## src/rtl/debounce_pkg.sv

```systemverilog
// Shared constants and width helper for the multi-channel button debouncer.
package debounce_pkg;

    localparam int DB_STABLE_CYCLES_DEF = 20;
    localparam int DB_REPEAT_DELAY_DEF  = 1000000;
    localparam int DB_REPEAT_PERIOD_DEF = 250000;

    // Bits needed to hold values 0 .. value-1, never less than one bit.
    function automatic int db_width(input int value);
        if (value <= 2) begin
            return 1;
        end else begin
            return $clog2(value);
        end
    endfunction

endpackage

```

## src/rtl/debounce_chan.sv

```systemverilog
// Single button channel: 2-flop synchroniser, stability counter, registered
// level, press/release strobes and optional hold-to-repeat strobe.
module debounce_chan
    import debounce_pkg::*;
#(
    parameter int STABLE_CYCLES = DB_STABLE_CYCLES_DEF,
    parameter int REPEAT_EN     = 0,
    parameter int REPEAT_DELAY  = DB_REPEAT_DELAY_DEF,
    parameter int REPEAT_PERIOD = DB_REPEAT_PERIOD_DEF
) (
    input  logic clk,
    input  logic rst_n,
    input  logic btn_in,
    output logic btn_out,
    output logic btn_press,
    output logic btn_release,
    output logic btn_repeat
);

    localparam int CW   = db_width(STABLE_CYCLES);
    localparam int RMAX = (REPEAT_DELAY > REPEAT_PERIOD) ? REPEAT_DELAY : REPEAT_PERIOD;
    localparam int RW   = db_width(RMAX + 1);

    localparam logic [CW-1:0] CNT_LAST    = CW'(STABLE_CYCLES - 1);
    localparam logic [RW-1:0] DELAY_LOAD  = RW'(REPEAT_DELAY - 1);
    localparam logic [RW-1:0] PERIOD_LOAD = RW'(REPEAT_PERIOD - 1);

    logic          s1_r;
    logic          s2_r;
    logic          cand_r;
    logic [CW-1:0] cnt_r;
    logic          out_r;
    logic          press_r;
    logic          release_r;
    logic [RW-1:0] rcnt_r;
    logic          repeat_r;

    logic settle_s;
    logic rise_s;
    logic fall_s;

    // The edge on which btn_out takes the candidate value.
    assign settle_s = (s2_r == cand_r) && (cnt_r == CNT_LAST);
    assign rise_s   = settle_s &&  cand_r && !out_r;
    assign fall_s   = settle_s && !cand_r &&  out_r;

    // Synchroniser, stability counter, debounced level and edge strobes.
    always_ff @(posedge clk or negedge rst_n) begin
        if (!rst_n) begin
            s1_r      <= 1'b0;
            s2_r      <= 1'b0;
            cand_r    <= 1'b0;
            cnt_r     <= '0;
            out_r     <= 1'b0;
            press_r   <= 1'b0;
            release_r <= 1'b0;
        end else begin
            s1_r      <= btn_in;
            s2_r      <= s1_r;
            press_r   <= rise_s;
            release_r <= fall_s;
            if (s2_r != cand_r) begin
                cand_r <= s2_r;
                cnt_r  <= '0;
            end else if (cnt_r != CNT_LAST) begin
                cnt_r <= cnt_r + CW'(1);
            end else begin
                out_r <= cand_r;
            end
        end
    end

    // Auto-repeat down-counter; the release edge is excluded so that a
    // repeat strobe can never coincide with btn_release.
    always_ff @(posedge clk or negedge rst_n) begin
        if (!rst_n) begin
            rcnt_r   <= '0;
            repeat_r <= 1'b0;
        end else if (REPEAT_EN == 0) begin
            rcnt_r   <= '0;
            repeat_r <= 1'b0;
        end else if (rise_s) begin
            rcnt_r   <= DELAY_LOAD;
            repeat_r <= 1'b0;
        end else if (out_r && !fall_s) begin
            if (rcnt_r == RW'(0)) begin
                rcnt_r   <= PERIOD_LOAD;
                repeat_r <= 1'b1;
            end else begin
                rcnt_r   <= rcnt_r - RW'(1);
                repeat_r <= 1'b0;
            end
        end else begin
            rcnt_r   <= '0;
            repeat_r <= 1'b0;
        end
    end

    assign btn_out     = out_r;
    assign btn_press   = press_r;
    assign btn_release = release_r;
    assign btn_repeat  = repeat_r;

endmodule

```

## src/rtl/debounce_multi.sv

```systemverilog
// N-channel button conditioner: independent debounce_chan per button bit.
module debounce_multi
    import debounce_pkg::*;
#(
    parameter int N_CH          = 2,
    parameter int STABLE_CYCLES = DB_STABLE_CYCLES_DEF,
    parameter int REPEAT_EN     = 0,
    parameter int REPEAT_DELAY  = DB_REPEAT_DELAY_DEF,
    parameter int REPEAT_PERIOD = DB_REPEAT_PERIOD_DEF
) (
    input  logic            clk,
    input  logic            rst_n,
    input  logic [N_CH-1:0] btn_in,
    output logic [N_CH-1:0] btn_out,
    output logic [N_CH-1:0] btn_press,
    output logic [N_CH-1:0] btn_release,
    output logic [N_CH-1:0] btn_repeat
);

    if ((N_CH < 1) || (STABLE_CYCLES < 2) || (REPEAT_DELAY < 1) || (REPEAT_PERIOD < 1)) begin : g_param_check
        $fatal(1, "debounce_multi: illegal parameter set");
    end

    for (genvar i = 0; i < N_CH; i++) begin : g_chan
        debounce_chan #(
            .STABLE_CYCLES (STABLE_CYCLES),
            .REPEAT_EN     (REPEAT_EN),
            .REPEAT_DELAY  (REPEAT_DELAY),
            .REPEAT_PERIOD (REPEAT_PERIOD)
        ) u_chan (
            .clk         (clk),
            .rst_n       (rst_n),
            .btn_in      (btn_in[i]),
            .btn_out     (btn_out[i]),
            .btn_press   (btn_press[i]),
            .btn_release (btn_release[i]),
            .btn_repeat  (btn_repeat[i])
        );
    end

endmodule
```

## config.mk

```make
export PLATFORM = sky130hd
export DESIGN_NAME = debounce_multi
export DESIGN_NICKNAME = d
export VERILOG_FILES = /design/src/rtl/debounce_pkg.sv /design/src/rtl/debounce_chan.sv /design/src/rtl/debounce_multi.sv
export SDC_FILE = /design/constraint.sdc
export NUM_CORES = 1
export LEC_CHECK = 0
export BUFFER_PORTS_ARGS = -buffer_cell sky130_fd_sc_hd__clkbuf_2
export CAP_MARGIN = 15
export CORE_UTILIZATION = 35
export CTS_BUF_LIST = sky130_fd_sc_hd__clkbuf_16
export CTS_CLUSTER_DIAMETER = 40
export DETAILED_ROUTE_END_ITERATION = 8
export GPL_TIMING_DRIVEN = 1
export SYNTH_ARGS = -nofsm -noshare
export SYNTH_HDL_FRONTEND = slang
export SYNTH_SLANG_ARGS = --single-unit
```

## constraint.sdc

```tcl
create_clock -name clk -period 1.65 [get_ports clk]
set_input_delay 0.33 -clock clk [delete_from_list [all_inputs] [get_ports clk]]
set_output_delay 0.33 -clock clk [all_outputs]
set_load 0.02 [all_outputs]
```

==> flow_summary.yaml <==
worst_setup_path:
  critPathRequiredTime_ns: 1.78
  cpPeakStageDelay_ns: 0.38
  r2r_setup_slack_ns: 0.23
  crit_arrival_ns: 1.55
  timing_worst_setup_path_type: "flip-flop to flip-flop"
  cp.buffers_inverters: 0
  path_cells: "ha_1 > nand4bb_1 > xnor2_1 > nor2_1"
  endpoint_kind: "flip-flop"
  crit_slowest_cell: "dfrtp_1"
  worstPathMaxFanout: 6
  cp_top_family: "simple AND/OR/NAND/NOR gates"
  setup.worst_path.start_class: "flip-flop"
power_and_ir_drop:
  ir_drop_mv: 0.542
  leakagePower_nw: 0.500
  p_per_area_nw_per_um2: 1140
  finalPower_mw: 1.20
floorplan:
  initial_utilization_pct: 38.2
  fp.dieW_um: 54.7
  fp.dieH_um: 54.7
  die_area_um2: 2990
  ios: 12
  rows: 18
  core_area_um2: 2540
cells_and_area:
  drive_above_1_share_pct: 16.9
  finalInstanceArea_um2: 1050
  nets: 90
  area_growth_pct: 8.49
  diodes: 0
routing:
  drt-vias-per-instance: 4.73
  drt_first_pass_iters: 4
  num_vias: 535
  drc: 0
  antenna_left: 0
  dr.first_iter.drc_count: 3
  routed_wl_mm: 1.31
  wl_per_cell_um: 11.6
placement:
  gp_routability_congestion: 0.656
  dp_slack_ns: 0.246
  dpl.hpwl_um: 900
  detailed_place.area_um2: 976
  numPortBuffers: 9
run:
  cap_violations: 0
global_routing:
  overflow: 0
  antenna_found_initial: 0
  grt_pass1_wl_mm: 2.34
  grt_use_total_pct: 12.4
  grt_max_degree: 23
  grt_pass1_vias: 523
timing:
  hold_viol: 0
  final-max-slew-violation-count: 0
  slew_headroom_pct: 65.0
  grt_setup_unrepaired: "false"
  setup-tns-final_ns: 0
  fin_skew_ns: 0.000814
  period_minus_slack_ns: 1.42
  period_share_pct: 86.3
  worstMarginPinSlew_ns: 0.525
  fmax_mhz: 702
  setup_ws_ns: 0.226
  setup_viol: 0
worst_hold_path:
  min_path_type: "input pin to asynchronous set/reset pin"
synth:
  synthFlopType: "dfrtp_1"
  async_reset_ff_share_pct: 100
  ys_seq_area_share_pct: 56.6
  synth_edf_count: 0
  avgSynthCellArea_um2: 12.0
  ys_top_cells_by_area: "dfrtp_1, buf_4, xor2_1"
  synth-seq-cells: 22
  synth_top_area_cell: "dfrtp_1"
  synth_common_cells: "dfrtp_1, buf_4, nor2_1, xor2_1"
  netlist_instances: 81
  ys_warn_count: 0
  synth_top_area_share_pct: 56.6
  synth.most_common_cell: "dfrtp_1"
  synthesis.area_um2: 972
  ys_types: 19
clocking:
  cts_resized: 0
  cts_max_path_buffers: 2
  clockRootBuffer: "clkbuf_16"
  numCtsBuffers: 3
  cts_hold_buf: 0
  clkLatencyLatePin_ns: 0.26
  cts.htree.levels: 1
  clkSinkCount: 22
  clkSlewWorstSetupHoldPaths_ns: 0.06
  cts_setup_buffers: 0
  cts_tree: "yes"
run_status:
  status: "complete, no violations"
report_power, final:
part           switching [mW]  internal, mW  total (mW)
registers              0.0320         0.570       0.602
logic                  0.0461        0.0366      0.0827
clock network           0.190         0.324       0.513
total                   0.268         0.931        1.20
sequential cells by signal, summed over array words and instances (netlist names):
| name | flops |
|---|---|
| g_chan.u_chan.btn_out | 2 |
| g_chan.u_chan.btn_press | 2 |
| g_chan.u_chan.btn_release | 2 |
| g_chan.u_chan.cand_r | 2 |
| g_chan.u_chan.cnt_r | 10 |
| g_chan.u_chan.s1_r | 2 |
| g_chan.u_chan.s2_r | 2 |
cell families after synthesis:
kind of cell / count (synthesis) / synth area share (%)
AOI/OAI and AO/OA: 6 / 3.60
xor gates and xnor gates: 8 / 7.21
adders and majority gates: 2 / 2.57
buffers and inverters: 12 / 8.49
DFF: 22 / 56.6
muxes: 2 / 2.06
other: 1 / 0.386
and+or+nand+nor: 28 / 19.0
stage by stage:
step                      utilization (%)  std cells  hold WS (ns)
after CTS                            41.4        113        0.0616
final                                41.4        113        0.0375
after global routing                 41.4        113        0.0851
after detailed placement             38.3        109         0.335
after floorplan                         -         82        0.0344
after global placement               38.3        109         0.333
final cells by class:
| class | instances | area [um^2] |
|---|---|---|
| fillers | 244 | 1490 |
| clock inverters | 1 | 3.75 |
| well taps | 30 | 37.5 |
| multi-input cells | 48 | 343 |
| clock buffers | 3 | 75.1 |
| flip-flops and latches | 22 | 551 |
| repair buffers | 9 | 45.0 |
per-layer routing:
metal	vias to the layer above	wire (um)	GRT usage [%]
li1	262	-	-
met1	256	614	14.2
met2	12	568	17.3
met3	5	67	5.83
met4	0	60	10.3
met5	-	0	0
layout by cell type, fill, tap and decap left out:
cell	instances
dfrtp_1	22
clkbuf_2	9
nor2_1	8
xor2_1	6
nand2_1	4
nand2b_1	4
nand3_1	4
clkbuf_16	3
nand4bb_1	2
nor3_1	2
nor4b_4	2
nand3b_1	2
a21oi_1	2
mux2i_1	2
xnor2_1	2
o21ai_0	2
o211ai_1	2
ha_1	2
conb_1	2
clkinv_1	1
worst paths after layout:
| kind | start | endpoint | cells past startpoint |
|---|---|---|---|
| max reg2reg | g_chan[0].u_chan.cnt_r[0] | g_chan[0].u_chan.cnt_r[0] | 4 |
| min reg2reg | g_chan[0].u_chan.s1_r | g_chan[0].u_chan.s2_r | 0 |
| max | g_chan[0].u_chan.cnt_r[0] | g_chan[0].u_chan.cnt_r[0] | 4 |
| min | rst_n | g_chan[0].u_chan.cnt_r[1] | 1 |
| max in group asynchronous | rst_n | g_chan[1].u_chan.cnt_r[2] | 1 |
| min in group clk | btn_in[0] | g_chan[0].u_chan.s1_r | 1 |
Note: power is estimated with default switching activity, not from simulation.
